## config.mk

```make
export PLATFORM = sky130hd
export DESIGN_NAME = wos_rank_window
export DESIGN_NICKNAME = d
export VERILOG_FILES = /design/src/rtl/wos_pkg.sv /design/src/rtl/wos_rank_cell.sv /design/src/rtl/wos_rank_window.sv
export SDC_FILE = /design/constraint.sdc
export NUM_CORES = 1
export LEC_CHECK = 0
export ABC_CLOCK_PERIOD_IN_PS = 14100
export CAP_MARGIN = 20
export CORE_UTILIZATION = 48
export CTS_BUF_LIST = sky130_fd_sc_hd__clkbuf_4 sky130_fd_sc_hd__clkbuf_8
export CTS_CLUSTER_SIZE = 10
export DETAILED_ROUTE_END_ITERATION = 7
export PLACE_DENSITY = 0.64
export SYNTH_ARGS = -nofsm -noshare
export SYNTH_HDL_FRONTEND = slang
export SYNTH_SLANG_ARGS = --single-unit
```

## constraint.sdc

```tcl
create_clock -name clk_i -period 14.1 [get_ports clk_i]
set_input_delay 2.115 -clock clk_i [delete_from_list [all_inputs] [get_ports clk_i]]
set_output_delay 2.115 -clock clk_i [all_outputs]
set_load 0.02 [all_outputs]
```

## src/rtl/wos_pkg.sv

```systemverilog
// Shared width helpers for the rank-order filter datapath.
package wos_pkg;

  function automatic int unsigned clog2(input int unsigned value);
    int unsigned result;
    result = 0;
    while ((32'd1 << result) < value) result++;
    return result;
  endfunction

  function automatic int unsigned rank_bits(input int unsigned n);
    return clog2(n);
  endfunction

  // Wide enough for N full-scale weights, so sums never wrap.
  function automatic int unsigned sum_bits(input int unsigned weight_bits, input int unsigned n);
    return weight_bits + clog2(n + 1);
  endfunction

  localparam int unsigned DefaultN          = 5;
  localparam int unsigned DefaultWeightBits = 3;
  localparam int unsigned DefaultRankBits   = rank_bits(DefaultN);
  localparam int unsigned DefaultSumBits    = sum_bits(DefaultWeightBits, DefaultN);

endpackage

```

## src/rtl/wos_rank_cell.sv

```systemverilog
// One window position: sample and rank registers plus the survivor rank update.
module wos_rank_cell #(
  parameter int unsigned DATA_BITS = 8,
  parameter int unsigned RANK_BITS = 3,
  parameter int unsigned INDEX     = 0
) (
  input  logic                 clk_i,
  input  logic                 rst_ni,
  input  logic                 clear_i,
  input  logic                 shift_i,
  input  logic [DATA_BITS-1:0] in_data_i,
  input  logic [RANK_BITS-1:0] evict_rank_i,
  input  logic [DATA_BITS-1:0] prev_data_i,
  input  logic [RANK_BITS-1:0] prev_rank_i,
  output logic [DATA_BITS-1:0] data_o,
  output logic [RANK_BITS-1:0] rank_o,
  output logic [RANK_BITS-1:0] upd_rank_o,
  output logic                 le_o
);

  logic [DATA_BITS-1:0] data_q;
  logic [RANK_BITS-1:0] rank_q;
  logic                 new_below;
  logic                 evict_below;

  assign new_below   = in_data_i < data_q;
  assign evict_below = rank_q > evict_rank_i;
  assign le_o        = data_q <= in_data_i;
  // Modular arithmetic is safe: the net result always lies in 0..N-1.
  assign upd_rank_o  = rank_q + RANK_BITS'(new_below) - RANK_BITS'(evict_below);
  assign data_o      = data_q;
  assign rank_o      = rank_q;

  always_ff @(posedge clk_i or negedge rst_ni) begin
    if (!rst_ni) begin
      data_q <= '0;
      rank_q <= RANK_BITS'(INDEX);
    end else if (clear_i) begin
      data_q <= '0;
      rank_q <= RANK_BITS'(INDEX);
    end else if (shift_i) begin
      data_q <= prev_data_i;
      rank_q <= prev_rank_i;
    end
  end

endmodule

```

## src/rtl/wos_rank_window.sv

```systemverilog
// Sliding-window weighted order statistic with incremental ranking and a single output register.
module wos_rank_window
  import wos_pkg::*;
#(
  parameter  int unsigned DATA_BITS   = 8,
  parameter  int unsigned N           = 5,
  parameter  int unsigned WEIGHT_BITS = 3,
  localparam int unsigned RANK_BITS   = rank_bits(N),
  localparam int unsigned SUM_BITS    = sum_bits(WEIGHT_BITS, N)
) (
  input  logic                       clk_i,
  input  logic                       rst_ni,
  input  logic                       clear_i,
  input  logic                       in_valid_i,
  output logic                       in_ready_o,
  input  logic [DATA_BITS-1:0]       in_data_i,
  input  logic [N*WEIGHT_BITS-1:0]   weights_i,
  input  logic [SUM_BITS-1:0]        threshold_i,
  output logic                       out_valid_o,
  input  logic                       out_ready_i,
  output logic [DATA_BITS-1:0]       out_data_o
);

  localparam int unsigned FillBits = clog2(N + 1);

  logic [DATA_BITS-1:0]   cell_data [N];
  logic [RANK_BITS-1:0]   cell_rank [N];
  logic [RANK_BITS-1:0]   cell_upd  [N];
  logic [N-1:0]           cell_le;
  logic [DATA_BITS-1:0]   data_n    [N];
  logic [RANK_BITS-1:0]   rank_n    [N];
  logic [WEIGHT_BITS-1:0] weight    [N];
  logic [SUM_BITS-1:0]    cum_w     [N];
  logic [SUM_BITS-1:0]    below_w   [N];
  logic [RANK_BITS-1:0]   new_rank;
  logic [DATA_BITS-1:0]   sel_data;
  logic [FillBits-1:0]    fill_q, fill_d;
  logic                   out_valid_q;
  logic [DATA_BITS-1:0]   out_data_q;
  logic                   accept;
  logic                   full_d;
  logic                   unused_tail;

  assign in_ready_o  = !out_valid_q || out_ready_i;
  assign accept      = in_valid_i && in_ready_o && !clear_i;
  assign out_valid_o = out_valid_q;
  assign out_data_o  = out_data_q;
  assign unused_tail = ^{cell_le[N-1], cell_upd[N-1]};

  for (genvar i = 0; i < N; i++) begin : g_cell
    wos_rank_cell #(
      .DATA_BITS (DATA_BITS),
      .RANK_BITS (RANK_BITS),
      .INDEX     (i)
    ) u_cell (
      .clk_i        (clk_i),
      .rst_ni       (rst_ni),
      .clear_i      (clear_i),
      .shift_i      (accept),
      .in_data_i    (in_data_i),
      .evict_rank_i (cell_rank[N-1]),
      .prev_data_i  (data_n[i]),
      .prev_rank_i  (rank_n[i]),
      .data_o       (cell_data[i]),
      .rank_o       (cell_rank[i]),
      .upd_rank_o   (cell_upd[i]),
      .le_o         (cell_le[i])
    );
  end

  // Post-shift window: position 0 takes the new sample, the rest take updated survivors.
  always_comb begin
    new_rank = '0;
    for (int i = 0; i < N - 1; i++) new_rank = new_rank + RANK_BITS'(cell_le[i]);
    data_n[0] = in_data_i;
    rank_n[0] = new_rank;
    for (int i = 1; i < N; i++) begin
      data_n[i] = cell_data[i-1];
      rank_n[i] = cell_upd[i-1];
    end
  end

  always_comb begin
    for (int i = 0; i < N; i++) begin
      weight[i]  = weights_i[i*WEIGHT_BITS +: WEIGHT_BITS];
      cum_w[i]   = '0;
      for (int j = 0; j < N; j++) begin
        if (rank_n[j] <= rank_n[i]) cum_w[i] = cum_w[i] + SUM_BITS'(weight[j]);
      end
      below_w[i] = cum_w[i] - SUM_BITS'(weight[i]);
    end
  end

  // A sample wins when its cumulative weight first reaches T; default covers T above the total.
  always_comb begin
    sel_data = '0;
    for (int i = 0; i < N; i++) begin
      if (rank_n[i] == RANK_BITS'(N - 1)) sel_data = data_n[i];
    end
    for (int i = 0; i < N; i++) begin
      if (cum_w[i] >= threshold_i && (rank_n[i] == '0 || below_w[i] < threshold_i)) begin
        sel_data = data_n[i];
      end
    end
  end

  assign fill_d = (fill_q == FillBits'(N)) ? fill_q : fill_q + 1'b1;
  assign full_d = fill_d == FillBits'(N);

  always_ff @(posedge clk_i or negedge rst_ni) begin
    if (!rst_ni) begin
      fill_q      <= '0;
      out_valid_q <= 1'b0;
      out_data_q  <= '0;
    end else if (clear_i) begin
      fill_q      <= '0;
      out_valid_q <= 1'b0;
    end else begin
      if (accept) fill_q <= fill_d;
      if (accept && full_d) begin
        out_valid_q <= 1'b1;
        out_data_q  <= sel_data;
      end else if (out_ready_i && out_valid_q) begin
        out_valid_q <= 1'b0;
      end
    end
  end

endmodule
```

==> results of run 1 <==
[cell type report]
cell class              instances  area share
clock buffers                  12      0.0140
multi-input cells            1122       0.744
flip-flops and latches         59       0.126
inverters                     108      0.0348
well taps                     280      0.0297
clock inverters                 4     0.00806
repair buffers                 52      0.0434
[synthesized netlist by cell type (16+ instances only)]
cell      number
and2_1        22
ha_1         213
a211o_1       21
o21ai_0       53
dfrtp_1       54
nor2b_1       30
a21o_1        54
a21oi_1      129
mux2i_1       21
clkbuf_1      23
xor2_1        27
a211oi_1      16
nor3_1        33
nor2_1        77
nand2_1      147
inv_1        105
xnor2_1       27
fa_1          30
mux2_2        19
nand2b_1      26
[final timing paths]
path                                            start                          to  slack, ns  cells past startpoint
max                                      in_data_i[1]               out_data_o[6]       1.31                     46
min                        g_cell[2].u_cell.rank_o[0]  g_cell[2].u_cell.rank_o[0]       0.53                      2
max reg2reg                g_cell[3].u_cell.data_o[1]               out_data_o[6]       3.33                     44
min reg2reg                g_cell[2].u_cell.rank_o[0]  g_cell[2].u_cell.rank_o[0]       0.53                      2
max in group asynchronous                      rst_ni  g_cell[3].u_cell.data_o[1]      11.65                      2
min in group asynchronous                      rst_ni                   fill_q[0]       1.93                      2
[registers in the layout, summed over array words and instances (netlist names)]
register / flops
g_cell.u_cell.data_o: 32
g_cell.u_cell.rank_o: 15
out_data_o: 8
fill_q: 3
out_valid_o: 1
[critical path: cells and delay by family]
family	cells	cell delay, ns
AO/OA/AOI/OAI	20	4.66
XOR/XNOR	3	0.53
adder cells (fa/ha/maj)	11	3.80
buffers and inverters	3	0.72
multiplexers	1	0.31
AND/OR/NAND/NOR	8	0.89
[metrics by stage]
| step | setup WS (ns) | util | std cells | hold slack [ns] | cell area (sq um) |
|---|---|---|---|---|---|
| 2_1_floorplan | 2.58 | - | 1321 | 0.480 | 10800 |
| 3_3_place_gp | 1.40 | 0.524 | 1619 | 0.499 | 11500 |
| 3_5_place_dp | 1.15 | 0.524 | 1619 | 0.517 | 11500 |
| 4_1_cts | 1.40 | 0.535 | 1635 | 0.531 | 11800 |
| 5_1_grt | 0.493 | 0.537 | 1637 | 0.566 | 11800 |
| 6_report | 1.31 | 0.537 | 1637 | 0.530 | 11800 |
[placed cells by master (no fill, tap or decap), drive strengths merged, types with 5 or more instances in the layout]
master         synthesis  final
a2111oi                5      5
a211o                 21     21
a211oi                17     17
a21boi                 5      5
a21o                  54     54
a21oi                129    129
a22oi                  5      5
a31oi                 10     10
a32oi                 14     14
and2                  23     23
buf                    9     11
clkbuf                23     12
clkdlybuf4s50          0     41
dfrtp                 54     54
dfstp                  5      5
fa                    30     30
ha                   213    213
inv                  107    107
mux2                  19     19
mux2i                 21     21
nand2                147    147
nand2b                26     26
nand3                 13     13
nor2                  77     77
nor2b                 30     30
nor3                  35     35
o211ai                 7      7
o21a                  15     15
o21ai                 53     53
o221ai                 7      7
o22ai                 13     13
or2                    8      8
xnor2                 28     28
xor2                  27     27
[cell families (layout without fill, tap and decap cells)]
group,Yosys count,count (layout),share of synthesized area
and+or+nand+nor,390,390,0.174
AOI/OAI and AO/OA,389,389,0.240
adders and majority gates,243,243,0.303
buffers and inverters,140,176,0.0498
xor gates and xnor gates,59,59,0.0543
DFF,59,59,0.138
muxes,41,41,0.0414
[layer usage]
layer	vias up	GRT usage	part of all wire
met2	285	0.443	0.46
met3	56	0.0211	0.047
met1	4558	0.356	0.46
li1	4851	-	-
met5	-	0	0
met4	0	0.0952	0.031
==> results.sh, run 1 <==
export IMPL_wl_per_cell_um=18.3
export IMPL_hold_viol=0
export IMPL_gp_congestion=0.911
export IMPL_cp_end_kind="register"
export IMPL_area_growth_syn_to_layout_pct=9.40
export IMPL_required_ns=14.37
export IMPL_vias=9750
export IMPL_grt_pass1_wl_um=48800
export IMPL_clk_pin_slew_ns=0.07
export IMPL_fin_worst_skew_ns=0.00817
export IMPL_syn_area_sq_mm=0.0108
export IMPL_vias_per_cell=5.96
export IMPL_synth_fp_nets=1598
export IMPL_failed_checks="design-rule violations"
export IMPL_grt_antenna_before_repair=0
export IMPL_cts_buffers=9
export IMPL_cap_violations=0
export IMPL_cts_root_buf="clkbuf_8"
export IMPL_clock_latency_ns=0.36
export IMPL_period_share=0.907
export IMPL_seq_area_sq_mm=0.00148
export IMPL_dieArea_sq_mm=0.0231
export IMPL_cts_tree="done"
export IMPL_min_path_type="reg -> reg"
export IMPL_max_slew_margin=0.316
export IMPL_cp_data_arrival_time_ns=13.06
export IMPL_wirelength_um=29900
export IMPL_yosys_area_top_type_share=0.247
export IMPL_critPathKind="in -> reg"
export IMPL_synthCells=1321
export IMPL_ys_seq_area_frac=0.138
export IMPL_post_cts_setup_buffers=0
export IMPL_timing_setup_tns_ns=0
export IMPL_dp_hpwl_um=22900
export IMPL_clock_sinks=59
export IMPL_grt_max_degree=60
export IMPL_outcome="finished with violations"
export IMPL_portBuffers=43
export IMPL_grt_pass1_vias=9267
export IMPL_remaining_drc_errors=8
export IMPL_syn_area_per_cell_sq_um=8.16
export IMPL_rsz0062_at_grt="no"
export IMPL_ant_nets=0
export IMPL_critPathMostFrequentCell="ha_1"
export IMPL_multi_input_area_sq_mm=0.00878
export IMPL_grtUsageTotal=0.264
export IMPL_slew_violations=0
export IMPL_htree_levels=3
export IMPL_grt_ovfl_total=0
export IMPL_synthArstFlopShare=1.00
export IMPL_cts_resized=0
export IMPL_die_x_um=152
export IMPL_fmax_mhz=78.2
export IMPL_diodes=0
export IMPL_firstDrtPassIters=7
export IMPL_final_layout_size_suffix_gt1_frac=0.0597
export IMPL_post_synth_main_area_contributors="ha_1 25%, dfrtp_1 13%, a21oi_1 6.0%, fa_1 5.6%, nand2_1 5.1%"
export IMPL_worst_path_max_fanout=7
export IMPL_yosys_most_used_dff="dfrtp_1"
export IMPL_drt_initial_drc_count=617
export IMPL_core_sq_mm=0.0220
export IMPL_setup_viol_count_final=0
export IMPL_fillers=2078
export IMPL_yosys_area_top_type="ha_1"
export IMPL_cpMaxStageDelayCell="o211ai_1"
export IMPL_die_height_um=152
export IMPL_yosys_warnings=0
export IMPL_row_count=54
export IMPL_start_kind="input pin"
export IMPL_ys_types=80
export IMPL_min_period_ns=12.79
export IMPL_ys_seq_elements=59
export IMPL_start_util=0.491
export IMPL_max_slew_worst_pin_slew_ns=1.03
export IMPL_cts_hold_fix_buffers=0
export IMPL_final_net_count=1629
export IMPL_synth_edff_count=0
export IMPL_slowest_delay_ns=0.69
export IMPL_io_pins=44
export IMPL_clockBufferDepth=2
Power of run 1 is left out: the tool's default activity adds up to more than one toggle a clock period on the data nets, which glitch-free logic cannot reach.
==> inputs of run 2 (changes only) <==
--- a/config.mk
+++ b/config.mk
@@ -7,11 +7,12 @@
 export LEC_CHECK = 0
 export ABC_CLOCK_PERIOD_IN_PS = 14100
 export CAP_MARGIN = 20
-export CORE_UTILIZATION = 48
+export CORE_UTILIZATION = 60
 export CTS_BUF_LIST = sky130_fd_sc_hd__clkbuf_4 sky130_fd_sc_hd__clkbuf_8
 export CTS_CLUSTER_SIZE = 10
 export DETAILED_ROUTE_END_ITERATION = 7
-export PLACE_DENSITY = 0.64
+export PLACE_DENSITY = 0.79
+export SETUP_SLACK_MARGIN = 0.05
 export SYNTH_ARGS = -nofsm -noshare
 export SYNTH_HDL_FRONTEND = slang
 export SYNTH_SLANG_ARGS = --single-unit
==> run 2 against run 1 <==
The run now ends clean. Cell area fell by 1.1%. Hold slack lost 0.0095 ns. Clock skew rose by 0.0068 ns. First-iteration DRC count up 16%. Fmax rose by 1.5%. Critical path type unchanged. Highest routed layer unchanged.
==> results.sh, run 2 (synthesis results as in run 1) <==
export IMPL_cp_end_kind="register"
export IMPL_wirelength_um=29700
export IMPL_final_common_cell="ha_1"
export IMPL_final_net_count=1631
export IMPL_r2r_setup_slack_ns=3.49
export IMPL_cap_violations=0
export IMPL_start_util=0.619
export IMPL_critical_path_buf_inv_count=3
export IMPL_vias_per_cell=6.38
export IMPL_timing_rr_end="out_data_o[4]"
export IMPL_critPathLaunch="in_data_i[1]"
export IMPL_row_count=48
export IMPL_io_pins=44
export IMPL_clock_sinks=59
export IMPL_fmax_mhz=79.4
export IMPL_clk_pin_slew_ns=0.08
export IMPL_vias=10100
export IMPL_grt_ovfl_total=0
export IMPL_grt_max_degree=60
export IMPL_cts_resized=0
export IMPL_min_period_ns=12.60
export IMPL_dieArea_sq_mm=0.0185
export IMPL_placedCellCount=1568
export IMPL_hold_slack_ns=0.521
export IMPL_max_slew_margin=0.237
export IMPL_period_share=0.893
export IMPL_clock_latency_ns=0.36
export IMPL_clockBufferDepth=2
export IMPL_core_sq_mm=0.0174
export IMPL_ant_nets=0
export IMPL_final_cell_mix="213 x ha_1, 146 x nand2_1, 129 x a21oi_1"
export IMPL_grt_antenna_before_repair=0
export IMPL_slew_violations=0
export IMPL_worst_path_max_fanout=7
export IMPL_cp_num_cells=43
export IMPL_die_x_um=136
export IMPL_htree_levels=3
export IMPL_fin_cells=1584
export IMPL_cp_data_arrival_time_ns=12.88
export IMPL_slowest_delay_ns=0.63
export IMPL_timing_setup_tns_ns=0
export IMPL_cts_buffers=9
export IMPL_rr_worst_depth=41
export IMPL_outcome="finished, final reports clean"
export IMPL_gp_congestion=0.944
export IMPL_rsz0062_at_grt="no"
export IMPL_required_ns=14.39
export IMPL_post_route_util=0.670
export IMPL_cts_root_buf="clkbuf_8"
export IMPL_setup_viol_count_final=0
export IMPL_wl_per_cell_um=18.7
export IMPL_cp_endpoint="out_data_o[4]"
export IMPL_critPathKind="in -> reg"
export IMPL_max_slew_worst_pin_slew_ns=1.14
export IMPL_final_layout_size_suffix_gt1_frac=0.0596
export IMPL_fin_worst_skew_ns=0.0150
export IMPL_area_growth_syn_to_layout_pct=8.17
export IMPL_diodes=0
export IMPL_largest_register_ffs=32
export IMPL_grt_pass1_vias=9294
export IMPL_cpMaxStageDelayCell="o211ai_1"
export IMPL_post_cts_setup_buffers=0
export IMPL_cts_hold_fix_buffers=0
export IMPL_drt_initial_drc_count=716
export IMPL_critPathMostFrequentCell="ha_1"
export IMPL_min_path_type="reg -> reg"
export IMPL_grt_pass1_wl_um=46800
export IMPL_die_height_um=136
export IMPL_dp_hpwl_um=23100
export IMPL_cts_tree="done"
export IMPL_grtUsageTotal=0.324
export IMPL_r2r_start="g_cell[3].u_cell.data_o[1]"
export IMPL_critPathTopFamily="adder cells"
export IMPL_start_kind="input pin"
export IMPL_portBuffers=43
export IMPL_firstDrtPassIters=6
export IMPL_hold_viol=0
export IMPL_remaining_drc_errors=0
run 2: tightest hold or removal path, stage by stage, from the launching register on:
cell     delay, ns
dfrtp_1       0.35
a21oi_1       0.06
nor2_1        0.07
run 2: how the worst min path moves through the flow:
stage,slack (ns),depth (start not counted),endpoint,start
after floorplan,0.48,2,g_cell[4].u_cell.rank_o[1],g_cell[4].u_cell.rank_o[1]
after global placement,0.49,2,g_cell[4].u_cell.rank_o[1],g_cell[4].u_cell.rank_o[1]
after detailed placement,0.51,2,g_cell[4].u_cell.rank_o[1],g_cell[4].u_cell.rank_o[1]
after CTS,0.52,2,g_cell[0].u_cell.rank_o[0],g_cell[0].u_cell.rank_o[0]
after global routing,0.56,2,g_cell[2].u_cell.rank_o[0],g_cell[2].u_cell.rank_o[0]
final,0.52,2,g_cell[4].u_cell.rank_o[1],g_cell[4].u_cell.rank_o[1]
run 2: final cells by class:
class                   instances  area, sq um
multi-input cells            1122         8770
fillers                      1471         5750
flip-flops and latches         59         1480
repair buffers                 54          503
inverters                     108          410
well taps                     225          282
clock buffers                  14          180
clock inverters                 2         35.0
run 2: metrics by stage:
| stage | instance area (sq um) | setup WS [ns] |
|---|---|---|
| floorplan | 10800 | 2.58 |
| global placement | 11400 | 1.51 |
| detailed placement | 11400 | 1.29 |
| CTS | 11700 | 1.63 |
| global route | 11700 | 0.689 |
| finish | 11700 | 1.50 |
run 2: metal layers:
| layer | vias up | wire length [um] | GRT usage |
|---|---|---|---|
| met1 | 4730 | 12700 | 0.424 |
| met4 | 0 | 1400 | 0.156 |
| met2 | 422 | 13300 | 0.522 |
| li1 | 4854 | - | - |
| met5 | - | 0 | 0 |
| met3 | 102 | 2210 | 0.0481 |
Power of run 2 is left out for the same reason.
